<file path="src/rtl/rr_arbiter_if.sv">
// Request/grant bundle between requesters and the round-robin arbiter.
// master drives requests and control; slave (the arbiter) drives grant status.
interface rr_arbiter_if #(
  parameter int N     = 8,
  parameter int IDX_W = 3
);
  logic             ena;
  logic [N-1:0]     req;
  logic             done;
  logic [N-1:0]     gnt;
  logic [IDX_W-1:0] gnt_idx;
  logic             gnt_valid;
  logic             timeout;

  modport master (
    output ena, req, done,
    input  gnt, gnt_idx, gnt_valid, timeout
  );

  modport slave (
    input  ena, req, done,
    output gnt, gnt_idx, gnt_valid, timeout
  );
endinterface

</file>
<file path="src/rtl/rr_arbiter.sv">
// Round-robin arbiter: registered one-hot grant one cycle after req is seen in IDLE.
// Grant is held until done, request drop, ena low or hold limit; one idle bubble follows.
module rr_arbiter #(
  parameter int N        = 8,
  parameter int IDX_W    = 3,
  parameter int MAX_HOLD = 15,
  parameter int CNT_W    = 8
) (
  input  logic         clk,
  input  logic         rst,
  rr_arbiter_if.slave  bus
);

  typedef enum logic {IDLE, GRANT} state_t;

  state_t           state_q, state_d;
  logic [N-1:0]     gnt_q, gnt_d;
  logic [IDX_W-1:0] idx_q, idx_d;
  logic [IDX_W-1:0] ptr_q, ptr_d;
  logic [CNT_W-1:0] cnt_q, cnt_d;
  logic             to_q, to_d;

  logic             win_found;
  logic [IDX_W-1:0] win_idx;
  logic             rel_early;
  logic             rel_hold;

  // Search upward from ptr; IDX_W-bit addition wraps because N is a power of two.
  always_comb begin
    win_found = 1'b0;
    win_idx   = '0;
    for (int i = 0; i < N; i++) begin
      if (!win_found && bus.req[ptr_q + IDX_W'(i)]) begin
        win_found = 1'b1;
        win_idx   = ptr_q + IDX_W'(i);
      end
    end
  end

  assign rel_early = bus.done || !bus.req[idx_q] || !bus.ena;
  assign rel_hold  = (cnt_q == CNT_W'(MAX_HOLD));

  always_comb begin
    state_d = state_q;
    gnt_d   = gnt_q;
    idx_d   = idx_q;
    ptr_d   = ptr_q;
    cnt_d   = cnt_q;
    to_d    = 1'b0;
    case (state_q)
      IDLE: begin
        if (bus.ena && win_found) begin
          state_d = GRANT;
          gnt_d   = N'(1) << win_idx;
          idx_d   = win_idx;
          cnt_d   = CNT_W'(1);
        end
      end
      GRANT: begin
        if (rel_early || rel_hold) begin
          state_d = IDLE;
          gnt_d   = '0;
          idx_d   = '0;
          ptr_d   = idx_q + IDX_W'(1);
          cnt_d   = '0;
          // Only a pure hold-limit release is reported as a timeout.
          to_d    = rel_hold && !rel_early;
        end else if (cnt_q != CNT_W'(MAX_HOLD)) begin
          cnt_d = cnt_q + CNT_W'(1);
        end
      end
      default: begin
        state_d = IDLE;
        gnt_d   = '0;
        idx_d   = '0;
        cnt_d   = '0;
      end
    endcase
  end

  always_ff @(posedge clk or posedge rst) begin
    if (rst) begin
      state_q <= IDLE;
      gnt_q   <= '0;
      idx_q   <= '0;
      ptr_q   <= '0;
      cnt_q   <= '0;
      to_q    <= 1'b0;
    end else begin
      state_q <= state_d;
      gnt_q   <= gnt_d;
      idx_q   <= idx_d;
      ptr_q   <= ptr_d;
      cnt_q   <= cnt_d;
      to_q    <= to_d;
    end
  end

  assign bus.gnt       = gnt_q;
  assign bus.gnt_idx   = idx_q;
  assign bus.gnt_valid = |gnt_q;
  assign bus.timeout   = to_q;

  a_onehot : assert property (@(posedge clk) disable iff (rst) $onehot0(gnt_q));
  a_idx    : assert property (@(posedge clk) disable iff (rst)
                              (gnt_q == '0) || (gnt_q[idx_q] == 1'b1));

endmodule

</file>
<file path="src/flat_wrapper.sv">
// flat-port wrapper written by rule: the top's interface ports become plain ports
module rr_arbiter_flat 
#(
  parameter int N        = 8,
  parameter int IDX_W    = 3,
  parameter int MAX_HOLD = 15,
  parameter int CNT_W    = 8
)
  (clk, rst, bus_ena, bus_req, bus_done, bus_gnt, bus_gnt_idx, bus_gnt_valid, bus_timeout);
  rr_arbiter_if #(.N(N), .IDX_W(IDX_W)) bus_i ();
  input  logic clk;
  input  logic rst;
  input wire logic [$bits(bus_i.ena)-1:0] bus_ena;
  input wire logic [$bits(bus_i.req)-1:0] bus_req;
  input wire logic [$bits(bus_i.done)-1:0] bus_done;
  output wire logic [$bits(bus_i.gnt)-1:0] bus_gnt;
  output wire logic [$bits(bus_i.gnt_idx)-1:0] bus_gnt_idx;
  output wire logic [$bits(bus_i.gnt_valid)-1:0] bus_gnt_valid;
  output wire logic [$bits(bus_i.timeout)-1:0] bus_timeout;
  assign bus_i.ena = bus_ena;
  assign bus_i.req = bus_req;
  assign bus_i.done = bus_done;
  assign bus_gnt = bus_i.gnt;
  assign bus_gnt_idx = bus_i.gnt_idx;
  assign bus_gnt_valid = bus_i.gnt_valid;
  assign bus_timeout = bus_i.timeout;
  rr_arbiter #(.N(N), .IDX_W(IDX_W), .MAX_HOLD(MAX_HOLD), .CNT_W(CNT_W)) u_core (.clk(clk), .rst(rst), .bus(bus_i));
endmodule
</file>
<file path="config.mk">
export PLATFORM = sky130hd
export DESIGN_NAME = rr_arbiter_flat
export DESIGN_NICKNAME = d
export VERILOG_FILES = /design/src/rtl/rr_arbiter_if.sv /design/src/rtl/rr_arbiter.sv /design/src/flat_wrapper.sv
export SDC_FILE = /design/constraint.sdc
export NUM_CORES = 1
export LEC_CHECK = 0
export BUFFER_PORTS_ARGS = -buffer_cell sky130_fd_sc_hd__buf_4
export CORE_UTILIZATION = 59
export DETAILED_ROUTE_END_ITERATION = 8
export GPL_ROUTABILITY_DRIVEN = 0
export PLACE_DENSITY = 0.8
export SETUP_SLACK_MARGIN = 0.1
export SLEW_MARGIN = 20
export SYNTH_ARGS = -nofsm -noshare
export SYNTH_HDL_FRONTEND = slang
export SYNTH_SLANG_ARGS = --single-unit
</file>
<file path="constraint.sdc">
create_clock -name clk -period 3.6 [get_ports clk]
set_input_delay 0.54 -clock clk [delete_from_list [all_inputs] [get_ports clk]]
set_output_delay 0.54 -clock clk [all_outputs]
set_load 0.01 [all_outputs]
</file>
# After elaboration in Yosys (flattened, before gate mapping)
# Index checks and enable logic that the tools add are counted.
# Widths: inputs -> output; s select.
[word_totals]
wordCells = 106
out_inout_bits = 13
ff_bits = 24
input_bits = 12
[classes]
order_cmp = 9
n_bitwise = 1
eq_ne = 5
addsub = 9
muxes = 49
shift = 1
n_reduce_logical = 26
[op_table]
columns = ["op", "count"]
rows = [
  ["$mux 8", 5],
  ["$lt 3x4->1 const B", 9],
  ["$pmux 8 s2", 2],
  ["$mux 3", 10],
  ["$bmux 1 s3", 9],
  ["$mux 1", 21],
  ["$add 3x3->3 const B", 4],
  ["$logic_not 1->1", 10],
  ["$logic_and 1x1->1", 9],
  ["$add 8x1->8 const B", 1],
  ["$eq 8x4->1 const B", 1],
  ["$ne 8x4->1 const B", 1],
  ["$reduce_or 8->1", 1],
  ["$shl 1x3->8 const A", 1],
  ["$add 3x1->3 const B", 2],
  ["$add 3x2->3 const B", 2],
  ["$pmux 3 s2", 1],
  ["$reduce_and 2->1", 3],
  ["$logic_or 1x1->1", 3],
  ["$ne 3x3->1 const B", 1],
  ["$ne 2x1->1 const B", 1],
  ["$ne 2x2->1 const B", 1],
  ["$pmux 1 s2", 1],
  ["$not 1->1", 1],
]

# Logic depth before layout (Yosys ltp)
# Gate-level depths: netlist of the first run.
[logic_depth]
word_depth = 27
depth_mapped = 13
mapped_depth_nobuf = 9

# Worst setup path after synthesis of the first run
# OpenSTA, ideal clock, no wires.
[synth_timing]
path_kind = "register to register"
startpoint = "reg u_core.ptr_q[1]"
endpoint = "reg u_core.gnt_q[5] (netlist: u_core.bus.gnt[5])"
required_time_ns = 3.499
arrival_time_ns = 2.861
setup_slack_ns = 0.639
path_buffers = 2
period_less_slack_ns = 2.961
setup_time_ns = 0.101
stages_incl_launch_ff = 11
path_cell_list = "dfrtp_1 > buf_4 > inv_1 > ha_1 > buf_6 > mux4_2 > mux2_2 > o21ba_2 > or2_2 > a32o_2 > o32ai_1"
[synth_via]
elab_chain_len = 27
word_cells_on_any_way = 59
cone_classes = "7 x add/sub; 1 x eq/ne; 1 x shift; 34 x mux; 16 x reduce/logical"
[synth_lines]
columns = ["element", "line", "text"]
rows = [
  ["from (decl)", "rr_arbiter.sv:19", "logic [IDX_W-1:0] ptr_q, ptr_d;"],
  ["from (signal assigned)", "rr_arbiter.sv:93", "ptr_q <= ptr_d;"],
  ["branches (longest 27 deep; another with $add 3x1->3)", "--", ""],
  ["to (signal assigned)", "rr_arbiter.sv:91", "gnt_q <= gnt_d;"],
  ["to (decl)", "rr_arbiter.sv:17", "logic [N-1:0] gnt_q, gnt_d;"],
]
# Parallel ways; which one is timed is not known. The select of a mux whose other input is x is not followed.
# A chain may end at the register's enable or synchronous reset.

# Worst setup path in the final report of the first run
[layout_timing]
startpoint = "reg u_core.ptr_q[1]"
endpoint = "reg u_core.idx_q[2] (netlist: u_core.bus.gnt_idx[2])"
[layout_via]
elab_chain_len = 27
word_cells_on_any_way = 58
cone_classes = "7 x add/sub; 1 x eq/ne; 34 x mux; 16 x reduce/logical"
[layout_lines]
columns = ["element", "line", "text"]
rows = [
  ["branches (longest 27 deep; another with $add 3x1->3)", "--", ""],
  ["to (signal assigned)", "rr_arbiter.sv:92", "idx_q <= idx_d;"],
  ["to (decl)", "rr_arbiter.sv:18", "logic [IDX_W-1:0] idx_q, idx_d;"],
]
# Parallel ways; which one is timed is not known. The select of a mux whose other input is x is not followed.

==> results of run 1 <==
==> cells by family (layout without fill, tap and decap cells) <==
group,after synthesis,count (layout)
simple gates,62,62
compound gates,59,59
mux,40,40
buf+inv,35,55
flops,24,24
xor+xnor,5,5
fa+ha+maj,4,4
==> state kept, by name, summed over array words and instances (netlist names) <==
| signal | flops |
|---|---|
| u_core.state_q | 1 |
| u_core.cnt_q | 8 |
| u_core.bus.gnt | 8 |
| u_core.bus.timeout | 1 |
| u_core.bus.gnt_idx | 3 |
| u_core.ptr_q | 3 |
==> cell usage after synthesis (all sizes together), types with 6 or more instances <==
cell	number	area, sq um
nand3	6	35.0
a22oi	7	52.6
mux2i	13	130
o32ai	9	78.8
inv	23	86.3
dfrtp	24	601
nor2	13	48.8
nand2	19	71.3
a21oi	11	58.8
o21ai	7	35.0
mux4	15	338
buf	8	82.6
mux2	12	139
==> per-stage QoR <==
stage | cells | cell area, sq um | total power [W] | hold WS [ns]
2_1_floorplan | 229 | 2270 | 0.00194 | 0.464
3_3_place_gp | 294 | 2450 | 0.00225 | 0.484
3_5_place_dp | 294 | 2450 | 0.00229 | 0.493
4_1_cts | 297 | 2490 | 0.00245 | 0.501
5_1_grt | 297 | 2490 | 0.00266 | 0.542
6_report | 297 | 2490 | 0.00249 | 0.461
==> final cells by class <==
cell class | count | area [sq um]
Fill cell | 283 | 1170
Inverter | 23 | 86.3
Sequential cell | 24 | 601
Clock buffer | 3 | 41.3
Multi-Input combinational cell | 170 | 1490
Tap cell | 48 | 60.1
Timing Repair Buffer | 29 | 218
==> how the worst max path moves through the flow <==
| stage | cells after the start | start | slack [ns] | to |
|---|---|---|---|---|
| 6_report | 9 | u_core.ptr_q[1] | 0.31 | u_core.bus.gnt_idx[2] |
| 5_1_grt | 10 | u_core.ptr_q[1] | 0.11 | u_core.bus.gnt[7] |
| 4_1_cts | 9 | u_core.ptr_q[1] | 0.26 | u_core.bus.gnt[4] |
| 3_5_place_dp | 9 | u_core.ptr_q[1] | 0.28 | u_core.bus.gnt[4] |
| 3_3_place_gp | 9 | u_core.ptr_q[1] | 0.39 | u_core.bus.gnt_idx[0] |
| 2_1_floorplan | 10 | u_core.ptr_q[1] | 0.64 | u_core.bus.gnt[5] |
==> worst max-delay path, stage by stage (launching register included) <==
cell,delay [ns]
dfrtp_1,0.36
inv_1,0.11
ha_2,0.52
mux4_2,0.61
nand2_1,0.09
a32o_2,0.19
nand3_2,0.17
o41ai_4,0.64
a21oi_2,0.27
o21ai_0,0.23
==> power by group <==
| part | switching (W) | internal, W |
|---|---|---|
| logic | 0.00103 | 0.000856 |
| registers | 0.000108 | 0.000339 |
| clock network | 0.0000825 | 0.0000749 |
==> metal layers <==
metal  vias to the layer above  part of all wire  GRT usage
li1                        917                 -          -
met3                        12             0.071     0.0429
met1                       989              0.44      0.394
met4                         0             0.017     0.0767
met5                         -                 0          0
met2                        97              0.47      0.435
==> timing repair <==
action                     in CTS  in global routing
setup endpoints to repair       0                 12
hold buffers                    0                  0
gates resized for setup         0                  1
==> flow_summary.ini, run 1 <==
[die]
ios = 25
rows = 22
die_x_microns = 64.0
die_h_microns = 64.0
coreArea_sq_um = 3660
die_area_sq_um = 4100
initial_utilization = 0.620

[synthesis]
synth_enable_flop_cells = 0
synthAdderAreaFrac = 0.0221
synth_top_family_by_area = multiplexers
synth_simple_gate_area_frac = 0.136
synth_compound_area_frac = 0.206
ys.flop_type = dfrtp_1
yosysSeqAreaShare = 0.265
ys_ff_latch = 24
synth.net_count = 245
netlist_instances = 229
synth_warnings = 0
avgSynthCellArea_sq_um = 9.91
synthMuxAreaShare = 0.268
synth_area_sq_um = 2270
async_flop_share = 1.00
ys_types = 52
synth-xor-area-share = 0.0226

[routing]
dr.pass1.iters = 4
ant_nets = 0
vias_per_cell = 6.78
route.detailed.drc = 0
vias = 2015
drt_iter0_markers = 166
wl_per_cell_microns = 18.2
wirelength_mm = 5.41

[timing]
skew_ns = 0.00150
tns_ns = 0
rsz0062_at_grt = false
final-hold-violation-count = 0
worst_pin_slew_ns = 0.889
min_period_over_period = 0.913
setup_violations = 0
fmax_mhz = 304
relSlewSlack = 0.406
period_minus_slack_ns = 3.29
layout_setup_ws_ns = 0.312
maxSlewViolCount = 0

[setup_path]
r2r_cells = 9
r2r_slack_ns = 0.31
cp.arrival_ns = 3.47
r2r_end = u_core.bus.gnt_idx[2]
rr_startpoint = u_core.ptr_q[1]
end_kind = register
required_ns = 3.78
start_kind = register
path_class = register to register
path_max_fanout = 12

[cells_and_area]
num_antenna_cells = 0
fin_util = 0.681
drive_above_1_share = 0.289
syn_to_final_growth_pct = 9.87
fin_nets = 267
layout_common_cells = buf_4 (29), dfrtp_1 (24), inv_1 (23)
mostFrequentLayoutCell = buf_4

[clock_tree]
clkSinkCount = 24
numCtsBuffers = 3
insertion_delay_ns = 0.26
clkTransAtPathRegs_ns = 0.08
cts_tree = yes
postCtsSetupBuffers = 0
clockBufferDepth = 2
htreeDepth = 1
cts-root-buf = clkbuf_8

[power_and_ir_drop]
peakVddDrop_mv = 0.497
powerDensity_nw_per_um2 = 999
leakage_nw = 1.05

[grt]
grt_pass1_wl_mm = 8.79
grt_pass1_vias = 1790
antenna_found_initial = 0
gr-total-overflow = 0
grt.total_usage = 0.276
grt_max_degree = 25

[placed_design]
pre_cts_ws_ns = 0.276
place_hpwl_mm = 3.94
io_buffers = 24

[worst_hold_path]
min_path_type = input port to asynchronous set/reset pin

[status]
status = finished, final reports clean

[job]
maxCapViolations = 0
(Power assumes the default switching activity.)
==> run 2, diff against run 1 <==
--- a/config.mk
+++ b/config.mk
@@ -6,6 +6,7 @@
 export NUM_CORES = 1
 export LEC_CHECK = 0
 export BUFFER_PORTS_ARGS = -buffer_cell sky130_fd_sc_hd__buf_4
+export CORE_MARGIN = 3
 export CORE_UTILIZATION = 59
 export DETAILED_ROUTE_END_ITERATION = 8
 export GPL_ROUTABILITY_DRIVEN = 0
==> constraint.sdc (replaced) <==
create_clock -name clk -period 3.6 [get_ports clk]
set_input_delay 0.18 -clock clk [delete_from_list [all_inputs] [get_ports clk]]
set_output_delay 0.18 -clock clk [all_outputs]
set_load 0.01 [all_outputs]
==> flow_summary.ini, run 2 (synthesis results as in run 1) <==
[timing]
fmax_mhz = 307
layout_setup_ws_ns = 0.341
maxSlewViolCount = 0
relSlewSlack = 0.394
worst_pin_slew_ns = 0.908
final-hold-violation-count = 0
min_period_over_period = 0.905
tns_ns = 0
setup_violations = 0
rsz0062_at_grt = false
skew_ns = 0.00297
period_minus_slack_ns = 3.26

[placed_design]
place_hpwl_mm = 3.80
io_buffers = 24
pre_cts_ws_ns = 0.420

[grt]
grt.total_usage = 0.237
gr-total-overflow = 0
grt_pass1_wl_mm = 8.40
grt_max_degree = 25
antenna_found_initial = 0
grt_pass1_vias = 1741

[clock_tree]
clkSinkCount = 24
cts-root-buf = clkbuf_8
clockBufferDepth = 2
insertion_delay_ns = 0.26
cts_tree = yes
htreeDepth = 1
cts_hold_buf = 0
numCtsBuffers = 3
clkTransAtPathRegs_ns = 0.08

[cells_and_area]
syn_to_final_growth_pct = 10.9
mostFrequentLayoutCell = buf_4
fin_nets = 268
layout_common_cells = buf_4 (30), dfrtp_1 (24), inv_1 (23)
drive_above_1_share = 0.295
num_antenna_cells = 0

[setup_path]
path_buf_inv = 2
required_ns = 3.73
cpMaxStageDelayCell = ha_1
worstPathCellList = inv_1, ha_1, buf_4, mux2i_1, mux4_2, a32o_2, nand3_2, or3_1, a32oi_1, o32ai_1
end_kind = register
path_class = register to register
path_max_fanout = 12
crit_family = compound AO/OA/AOI/OAI gates
cp_slowest_stage_delay_ns = 0.43
cp.arrival_ns = 3.38
start_kind = register

[routing]
wl_per_cell_microns = 17.4
wirelength_mm = 5.18
drt_iter0_markers = 205
dr.pass1.iters = 5
vias = 1936
vias_per_cell = 6.52
route.detailed.drc = 0
ant_nets = 0

[die]
initial_utilization = 0.644
ios = 25
coreArea_sq_um = 3520
die_area_sq_um = 4620
die_h_microns = 68.0
rows = 21
die_x_microns = 68.0

[power_and_ir_drop]
powerDensity_nw_per_um2 = 983
peakVddDrop_mv = 0.596
leakage_nw = 1.07

[job]
maxCapViolations = 0

[worst_hold_path]
min_path_type = input port to asynchronous set/reset pin

[status]
status = finished, final reports clean
-- run 2: path summary, 6_finish.rpt --
check / start / to / depth (start not counted) / slack [ns]
max: u_core.ptr_q[1] / u_core.bus.gnt[6] / 10 / 0.34
min: rst / u_core.bus.gnt[4] / 2 / 0.11
max reg2reg: u_core.ptr_q[1] / u_core.bus.gnt[6] / 10 / 0.34
min reg2reg: u_core.cnt_q[6] / u_core.cnt_q[6] / 1 / 0.52
max in group asynchronous: rst / u_core.cnt_q[2] / 2 / 2.93
min in group clk: bus_done / u_core.bus.timeout / 3 / 0.26
-- run 2: routing by layer --
metal	part of all wire	vias up	global-route usage	routed length, microns
met2	0.47	69	0.371	2440
met5	0	-	0	0
met3	0.050	12	0.0312	261
met1	0.46	933	0.363	2410
met4	0.015	0	0.0273	77
li1	-	922	-	-
-- run 2: per-stage QoR --
stage	cell area, sq um	hold slack, ns	instances	util	total power [W]
2_1_floorplan	2270	0.195	229	-	0.00194
3_3_place_gp	2440	0.415	291	0.693	0.00222
3_5_place_dp	2440	0.422	291	0.693	0.00225
4_1_cts	2490	0.137	295	0.708	0.00243
5_1_grt	2520	0.176	297	0.715	0.00267
6_report	2520	0.110	297	0.715	0.00247
-- run 2: report_power, final --
part	switching [W]	internal, W
sequential	0.000102	0.000339
combinational	0.00101	0.000841
clock	0.0000850	0.0000976
total	0.00120	0.00128
-- run 2: area by class of cell --
class / instances / area, sq um
clock buffer: 4 / 55.1
fill: 258 / 1000
inverter: 23 / 86.3
timing repair buffer: 30 / 225
tap: 46 / 57.6
multi-input combinational: 170 / 1490
sequential: 24 / 601
-- run 2: worst register-to-register path: stages, from the launching register on --
cell and delay, ns:
dfrtp_1 0.36, inv_1 0.12, ha_1 0.43, buf_4 0.25
mux2i_1 0.34, mux4_2 0.31, a32o_2 0.14, nand3_2 0.17
or3_1 0.43, a32oi_1 0.40, o32ai_1 0.18
-- run 2: repair_timing --
item,CTS,global route
resized for setup,0,1
hold endpoints to repair,0,0
buffers inserted,0,2
setup endpoints to repair,0,10
==> run 3, diff against run 2 <==
==> constraint.sdc (replaced) <==
create_clock -name clk -period 3.6 [get_ports clk]
set_input_delay 0.72 -clock clk [delete_from_list [all_inputs] [get_ports clk]]
set_output_delay 0.72 -clock clk [all_outputs]
set_load 0.01 [all_outputs]
==> flow_summary.ini, run 3 (synthesis results as in run 1) <==
[setup_path]
r2r_end = u_core.bus.gnt[7]
required_ns = 3.76
start_kind = register
end_kind = register
path_max_fanout = 16
rr_startpoint = u_core.ptr_q[0]
r2r_slack_ns = 0.42
cp.arrival_ns = 3.34
r2r_cells = 10
path_class = register to register

[cells_and_area]
num_antenna_cells = 0
drive_above_1_share = 0.282
stdcell_area_sq_um = 2480
mostFrequentLayoutCell = buf_4
layout_common_cells = buf_4 (28), dfrtp_1 (24), inv_1 (23)
syn_to_final_growth_pct = 9.32
fin_nets = 266
fill_cells = 291
finalNonFillerCells = 294

[timing]
period_minus_slack_ns = 3.18
final-hold-violation-count = 0
maxSlewViolCount = 0
skew_ns = 0.00742
tns_ns = 0
rsz0062_at_grt = false
min_period_over_period = 0.884
worst_pin_slew_ns = 0.897
fmax_mhz = 314
setup_violations = 0
relSlewSlack = 0.401

[routing]
ant_nets = 0
dr.pass1.iters = 5
vias = 1934
route.detailed.drc = 0
drt_iter0_markers = 206
vias_per_cell = 6.58
wirelength_mm = 5.21
wl_per_cell_microns = 17.7

[clock_tree]
ctsResizeCount = 0
insertion_delay_ns = 0.27
cts-root-buf = clkbuf_8
clkTransAtPathRegs_ns = 0.08
cts_hold_buf = 0
htreeDepth = 1
cts_tree = yes
postCtsSetupBuffers = 0
clockBufferDepth = 2
clkSinkCount = 24
numCtsBuffers = 3

[worst_hold_path]
hp-start = u_core.cnt_q[6]
holdPathEnd = u_core.cnt_q[6]
hold_depth = 1
min_path_type = register to register

[die]
rows = 21
die_area_sq_um = 4620
initial_utilization = 0.644
ios = 25
die_x_microns = 68.0
die_h_microns = 68.0
coreArea_sq_um = 3520

[grt]
use_met2 = 0.371
grt_max_degree = 25
busiest_layer = met1
grt_use_met1 = 0.376
gr-total-overflow = 0
antenna_found_initial = 0
grt_pass1_vias = 1804
met3_usage = 0.0443
grt_pass1_wl_mm = 8.70
grt.total_usage = 0.245

[power_and_ir_drop]
switching_share = 0.487
powerDensity_nw_per_um2 = 977
peakVddDrop_mv = 0.736
p_int_w = 0.00124
p_seq_frac = 0.183
switchingPower_w = 0.00118
p_clk_frac = 0.064
power_frac_comb = 0.753
leakage_nw = 1.05

[status]
status = finished, final reports clean

[placed_design]
dpl_cell_area_sq_um = 2440
dpl.cell_count = 291
place_hpwl_mm = 3.80
io_buffers = 24

[job]
maxCapViolations = 0
==> run 3: worst max-delay path: stages (launching register included) <==
cell and delay, ns:
dfrtp_1 0.34, inv_1 0.12, ha_1 0.35, buf_4 0.25, mux2i_1 0.34, mux4_2 0.30
a32o_2 0.14, nand3_2 0.16, o41ai_4 0.62, a21oi_2 0.25, o32ai_1 0.20
==> run 3: layout make-up <==
class / count / area (sq um) / share of cell area
Clock buffer: 3 / 41.3 / 0.0166
Multi-Input combinational cell: 170 / 1480 / 0.598
Inverter: 23 / 86.3 / 0.0348
Tap cell: 46 / 57.6 / 0.0232
Sequential cell: 24 / 601 / 0.242
Timing Repair Buffer: 28 / 210 / 0.0848
==> run 3: metrics by stage <==
stage                     utilization  total power, W  setup WS (ns)  hold WS (ns)
after floorplan                     -         0.00194          0.639         0.464
after global placement          0.693         0.00222          0.520         0.484
after detailed placement        0.693         0.00224          0.435         0.506
after CTS                       0.704         0.00240          0.411         0.516
after global routing            0.704         0.00262          0.155         0.525
final                           0.704         0.00242          0.418         0.511
==> run 3: metal layers <==
layer  vias to the layer above  wire, microns
met3                         2            448
met4                         0             19
met2                        81           2470
met1                       928           2270
li1                        923              -
met5                         -              0
==> run 3: worst max-delay path by stage <==
stage               startpoint                 to  slack [ns]  cells after the start
2_1_floorplan  u_core.ptr_q[1]  u_core.bus.gnt[5]        0.64                     10
3_3_place_gp   u_core.ptr_q[0]  u_core.bus.gnt[5]        0.52                     10
3_5_place_dp   u_core.ptr_q[0]  u_core.bus.gnt[7]        0.43                     10
4_1_cts        u_core.ptr_q[0]  u_core.bus.gnt[7]        0.41                     10
5_1_grt        u_core.ptr_q[0]  u_core.bus.gnt[7]        0.16                     10
6_report       u_core.ptr_q[0]  u_core.bus.gnt[7]        0.42                     10
==> run 3: power by group through the flow <==
stage	sequential [W]	clock, W	combinational [W]
global route	0.000453	0.000169	0.00200
CTS	0.000440	0.000160	0.00180
finish	0.000443	0.000156	0.00182
detailed placement	0.000444	0	0.00180
global placement	0.000444	0	0.00177
floorplan	0.000414	0	0.00152
